### config.mk
export PLATFORM = sky130hd
export DESIGN_NAME = multicycle_sequencer
export DESIGN_NICKNAME = d
export VERILOG_FILES = /design/src/rtl/multicycle_sequencer.sv
export SDC_FILE = /design/constraint.sdc
export NUM_CORES = 1
export LEC_CHECK = 0
export CAP_MARGIN = 15
export CORE_ASPECT_RATIO = 1.5
export CORE_MARGIN = 4
export CORE_UTILIZATION = 42
export CTS_BUF_LIST = sky130_fd_sc_hd__clkbuf_16
export CTS_CLUSTER_SIZE = 24
export DETAILED_ROUTE_END_ITERATION = 8
export MAX_ROUTING_LAYER = met4
export PLACE_DENSITY = 0.86
export SLEW_MARGIN = 20
export SYNTH_ARGS = -nofsm -noshare
export SYNTH_HDL_FRONTEND = slang
export SYNTH_SLANG_ARGS = --single-unit
### constraint.sdc
create_clock -name clk -period 3.35 [get_ports clk]
set_input_delay 0.8375 -clock clk [delete_from_list [all_inputs] [get_ports clk]]
set_output_delay 0.8375 -clock clk [all_outputs]
set_load 0.01 [all_outputs]
### src/rtl/multicycle_sequencer.sv
// multicycle_sequencer: FETCH/DECODE/EXECUTE/MEM/WB sequencer with memory-port arbitration; define SEQ_PERF_COUNTERS_EN to build instret/cycles counters
module multicycle_sequencer #(
  parameter int MEM_TIMEOUT = 16
) (
  input  logic        clk,
  input  logic        rst_n,
  input  logic [6:0]  opcode,
  input  logic        branch_taken,
  input  logic        mem_ready,
  output logic        mem_req,
  output logic        mem_we,
  output logic        mem_is_instr,
  output logic        ir_we,
  output logic        pc_we,
  output logic [1:0]  pc_sel,
  output logic        rf_we,
  output logic [1:0]  wb_sel,
  output logic [2:0]  state,
  output logic [1:0]  fault,
  output logic [31:0] instret,
  output logic [31:0] cycles
);
  localparam int TW = $clog2(MEM_TIMEOUT + 1);
  typedef enum logic [2:0] {S_FETCH = 3'd0, S_DECODE = 3'd1, S_EXEC = 3'd2, S_MEM = 3'd3, S_WB = 3'd4, S_HALT = 3'd7} state_e;
  typedef enum logic [3:0] {C_R, C_I, C_LOAD, C_STORE, C_BRANCH, C_JAL, C_JALR, C_LUI, C_AUIPC, C_ILL} cls_e;
  state_e        state_q, state_d;
  cls_e          cls_q, cls_d, dec;
  logic [1:0]    fault_q, fault_d;
  logic [TW-1:0] tmo_q, tmo_d;
  logic          tmo_lim;
  logic          mem_req_c, mem_we_c, mem_is_instr_c, ir_we_c, pc_we_c, rf_we_c;
  logic [1:0]    pc_sel_c, wb_sel_c;
  assign tmo_lim = tmo_q == TW'(MEM_TIMEOUT - 1);
  // Map the RISC-V major opcode to an instruction class
  always_comb begin
    case (opcode)
      7'b0110011: dec = C_R;
      7'b0010011: dec = C_I;
      7'b0000011: dec = C_LOAD;
      7'b0100011: dec = C_STORE;
      7'b1100011: dec = C_BRANCH;
      7'b1101111: dec = C_JAL;
      7'b1100111: dec = C_JALR;
      7'b0110111: dec = C_LUI;
      7'b0010111: dec = C_AUIPC;
      default:    dec = C_ILL;
    endcase
  end
  // Next-state, fault and strobe decode from registered state and class
  always_comb begin
    state_d = state_q;
    cls_d = cls_q;
    fault_d = fault_q;
    mem_req_c = 1'b0;
    mem_we_c = 1'b0;
    mem_is_instr_c = 1'b0;
    ir_we_c = 1'b0;
    pc_we_c = 1'b0;
    rf_we_c = 1'b0;
    pc_sel_c = 2'd0;
    wb_sel_c = 2'd0;
    case (state_q)
      S_FETCH: begin
        mem_req_c = 1'b1;
        mem_is_instr_c = 1'b1;
        if (mem_ready) begin
          ir_we_c = 1'b1;
          state_d = S_DECODE;
        end else if (tmo_lim) begin
          fault_d = 2'b10;
          state_d = S_HALT;
        end
      end
      S_DECODE: begin
        cls_d = dec;
        fault_d = (dec == C_ILL) ? 2'b01 : fault_q;
        state_d = (dec == C_ILL) ? S_HALT : S_EXEC;
      end
      S_EXEC: begin
        pc_we_c = cls_q == C_BRANCH;
        pc_sel_c = (cls_q == C_BRANCH && branch_taken) ? 2'd1 : 2'd0;
        state_d = (cls_q == C_BRANCH) ? S_FETCH : (cls_q == C_LOAD || cls_q == C_STORE) ? S_MEM : S_WB;
      end
      S_MEM: begin
        mem_req_c = 1'b1;
        mem_we_c = cls_q == C_STORE;
        if (mem_ready) begin
          pc_we_c = cls_q == C_STORE;
          state_d = (cls_q == C_STORE) ? S_FETCH : S_WB;
        end else if (tmo_lim) begin
          fault_d = 2'b10;
          state_d = S_HALT;
        end
      end
      S_WB: begin
        rf_we_c = 1'b1;
        pc_we_c = 1'b1;
        wb_sel_c = (cls_q == C_LOAD) ? 2'd1 : (cls_q == C_JAL || cls_q == C_JALR) ? 2'd2 : (cls_q == C_LUI) ? 2'd3 : 2'd0;
        pc_sel_c = (cls_q == C_JAL) ? 2'd1 : (cls_q == C_JALR) ? 2'd2 : 2'd0;
        state_d = S_FETCH;
      end
      default: ;
    endcase
    tmo_d = (state_d != state_q) ? '0 : ((state_q == S_FETCH || state_q == S_MEM) && !mem_ready) ? tmo_q + TW'(1) : tmo_q;
  end
  // State, class, sticky fault and wait-cycle counter registers
  always_ff @(posedge clk or negedge rst_n) begin
    if (!rst_n) begin
      state_q <= S_FETCH;
      cls_q <= C_ILL;
      fault_q <= 2'b00;
      tmo_q <= '0;
    end else begin
      state_q <= state_d;
      cls_q <= cls_d;
      fault_q <= fault_d;
      tmo_q <= tmo_d;
    end
  end
  assign mem_req = rst_n & mem_req_c;
  assign mem_we = rst_n & mem_we_c;
  assign mem_is_instr = rst_n & mem_is_instr_c;
  assign ir_we = rst_n & ir_we_c;
  assign pc_we = rst_n & pc_we_c;
  assign rf_we = rst_n & rf_we_c;
  assign pc_sel = rst_n ? pc_sel_c : 2'd0;
  assign wb_sel = rst_n ? wb_sel_c : 2'd0;
  assign state = state_q;
  assign fault = fault_q;
`ifdef SEQ_PERF_COUNTERS_EN
  logic [31:0] instret_q, instret_d, cycles_q, cycles_d;
  assign instret_d = pc_we_c ? instret_q + 32'd1 : instret_q;
  assign cycles_d = cycles_q + 32'd1;
  // Free-running cycle count and retire count (one retire per pc_we pulse)
  always_ff @(posedge clk or negedge rst_n) begin
    if (!rst_n) begin
      instret_q <= '0;
      cycles_q <= '0;
    end else begin
      instret_q <= instret_d;
      cycles_q <= cycles_d;
    end
  end
  assign instret = instret_q;
  assign cycles = cycles_q;
`else
  assign instret = '0;
  assign cycles = '0;
`endif
endmodule

==> flow_metrics.env <==
export IMPL_status="finished clean"
export IMPL_synth_main_ff_cell="dfrtp_1"
export IMPL_synthArstFlopShare=1.000
export IMPL_finalSetupViolCount=0
export IMPL_holdBufCountCts=0
export IMPL_place_area_um2=1632
export IMPL_ys_seq_elements=14
export IMPL_grt_pass1_vias=1076
export IMPL_max_stage_delay_ns=0.52
export IMPL_insertedDiodeCount=0
export IMPL_maxCapViolations=0
export IMPL_synth_commonest_cells="64 x buf_4, 12 x dfrtp_1, 11 x nor2_1"
export IMPL_fmax_mhz=322.7
export IMPL_switching_share=0.2685
export IMPL_synth_area_top_cells="buf_4 31%, dfrtp_1 19%, dfstp_2 3.3%"
export IMPL_tritoncts="built"
export IMPL_rr_worst_depth=4
export IMPL_drv_slew=0
export IMPL_fin_skew_ns=0.0006473
export IMPL_cts_sinks=14
export IMPL_io_pins=90
export IMPL_synth_yosys_seq_area_share=0.2249
export IMPL_die_area_um2=4798
export IMPL_power_density_nw_per_um2=281.7
export IMPL_yosysUniqueCellTypes=49
export IMPL_clock_root_buffer="clkbuf_16"
export IMPL_min_path_type="flip-flop to flip-flop"
export IMPL_p_seq_frac=0.362
export IMPL_slew_headroom=0.6101
export IMPL_grtUsageTotal=0.1295
export IMPL_first_pass_iters=6
export IMPL_vias=1243
export IMPL_crit_chain="dlygate4sd2_1, nand2b_1, nor3b_4, buf_4, buf_4, clkdlybuf4s50_1"
export IMPL_required_ns=2.51
export IMPL_crit_top_cell="buf_4"
export IMPL_rsz0062_at_grt="no"
export IMPL_synth_avg_cell_area_um2=8.130
export IMPL_synth_yosys_warnings=0
export IMPL_wirelength_mm=3.067
export IMPL_h_tree_depth=1
export IMPL_syn_area_um2=1569
export IMPL_first_iter_violations=36
export IMPL_synth_top_area_share=0.3062
export IMPL_setup_worst_path_start_class="input port"
export IMPL_p_clk_frac=0.468
export IMPL_fin_crit_ns=3.099
export IMPL_grt_pass1_wl_mm=4.905
export IMPL_clock_latency_ns=0.24
export IMPL_num_rows=26
export IMPL_antenna_found_initial=0
export IMPL_max_vdd_ir_drop_uv=201.4
export IMPL_ant_nets=0
export IMPL_fin_nets=234
export IMPL_p_switching_mw=0.1307
export IMPL_combPwrFrac=0.170
export IMPL_crit_type="input port to output pin"
export IMPL_place_congestion=0.8536
export IMPL_initial_core_util=0.4466
export IMPL_layout_drive_gt1_share=0.09545
export IMPL_cts_buffers=3
export IMPL_vias_per_cell=4.744
export IMPL_fin_util=0.4918
export IMPL_design_area_um2=1728
export IMPL_min_path_cells=2
export IMPL_end_kind="output pin"
export IMPL_synth_most_common_cell="buf_4"
export IMPL_die_h_um=82.86
export IMPL_synth_top_cell_by_area="buf_4"
export IMPL_synthCells=193
export IMPL_die_w_um=57.91
export IMPL_cts_buffer_depth=2
export IMPL_dp_hpwl_mm=2.445
export IMPL_intPower_mw=0.3560
export IMPL_core_area_um2=3513
export IMPL_wire_per_inst_um=11.71
export IMPL_syn2layout_area_growth_pct=10.13
export IMPL_synth_edff_count=0
export IMPL_crit_path_max_fanout=4
export IMPL_tns_ns=0
export IMPL_finalCritPeriodShare=0.9252
export IMPL_cellLeakagePower_nw=0.7553
export IMPL_grt_max_degree=20
export IMPL_grt_overflow_total=0
export IMPL_tightestPinTransition_ns=0.5849
export IMPL_hold_violations=0
export IMPL_route_detailed_drc=0
export IMPL_arrival_ns=2.26
export IMPL_path_clk_slew_ns=0.05
export IMPL_portBuffers=25
export IMPL_cp_slowest_cell="clkdlybuf4s50_1"
## registers in the layout (all words and copies together) (netlist names)
name	count
tmo_q	5
state	3
fault	2
cls_q	4
## repair_timing
| item | 4_1_cts | 5_1_grt |
|---|---|---|
| gates resized for setup | 8 | 0 |
| endpoints found under the setup margin | 5 | 0 |
| buffers inserted | 1 | 0 |
## layout by cell type (no fill, tap or decap), drive strengths merged, types with 2 or more instances in the layout
cell type | synthesis | layout
a21boi | 2 | 2
a21oi | 7 | 7
a31oi | 3 | 3
buf | 70 | 8
clkbuf | 3 | 3
clkdlybuf4s50 | 0 | 20
conb | 1 | 64
dfrtp | 12 | 12
dfstp | 2 | 2
dlygate4sd2 | 0 | 5
ha | 2 | 2
inv | 2 | 2
mux2i | 2 | 2
nand2 | 8 | 8
nand2b | 8 | 8
nand3b | 4 | 4
nand4 | 2 | 2
nor2 | 11 | 11
nor2b | 4 | 4
nor3 | 10 | 10
nor3b | 4 | 4
nor4 | 3 | 3
o21ai | 10 | 10
or3b | 2 | 2
xnor2 | 2 | 2
xor2 | 2 | 2
## metrics by stage
| stage | total power, mW | setup slack [ns] | instances | hold slack, ns |
|---|---|---|---|---|
| after global placement | 0.2577 | -0.03057 | 257 | 0.5109 |
| after floorplan | 0.2891 | 0.8749 | 256 | 0.4983 |
| after global routing | 0.5073 | 0.1132 | 262 | 0.5905 |
| after detailed placement | 0.2592 | -0.1642 | 257 | 0.5145 |
| after CTS | 0.4881 | 0.2378 | 262 | 0.5275 |
| final | 0.4867 | 0.2507 | 262 | 0.5338 |
## layer usage
metal,track usage,part of all wire
met5,-,0
met4,0.06540,0.029
met3,0.01553,0.11
met2,0.2294,0.52
met1,0.1360,0.33
## final timing paths
kind	from	end	slack [ns]
max	rst_n	rf_we	0.25
min	cls_q[3]	cls_q[3]	0.53
max reg2reg	state[1]	tmo_q[3]	1.63
min reg2reg	cls_q[3]	cls_q[3]	0.53
max in group asynchronous	rst_n	cls_q[0]	2.40
min in group asynchronous	rst_n	state[1]	0.67
## power groups by stage
stage	clock network [mW]	logic, mW	registers [mW]
2_1_floorplan	0	0.112	0.178
3_3_place_gp	0	0.0793	0.178
3_5_place_dp	0	0.0807	0.178
4_1_cts	0.231	0.0807	0.176
5_1_grt	0.239	0.0924	0.176
6_report	0.228	0.0829	0.176
## layout make-up
cell class                 instances  area [um2]
clock buffer                       3       75.07
clock inverter                     1       3.754
fill                             330        1785
inverter                           2       7.507
multi-input combinational        167       932.1
sequential                        14       352.8
tap                               42       52.55
timing repair buffer              33       304.0
## worst max-delay path: cells and delay by family
family	cells	cell delay (ns)
simple gates	2	0.41
buf+inv	4	1.02
## kinds of logic after synthesis
family,count (synthesis),synth area share
buf+inv,75,0.3421
mux,2,0.01276
compound gates,35,0.1460
flops,14,0.2249
simple gates,60,0.2337
fa+ha+maj,2,0.01595
xor+xnor,4,0.02233
other cells,1,0.002390
Power figures use the tool's default switching activity.
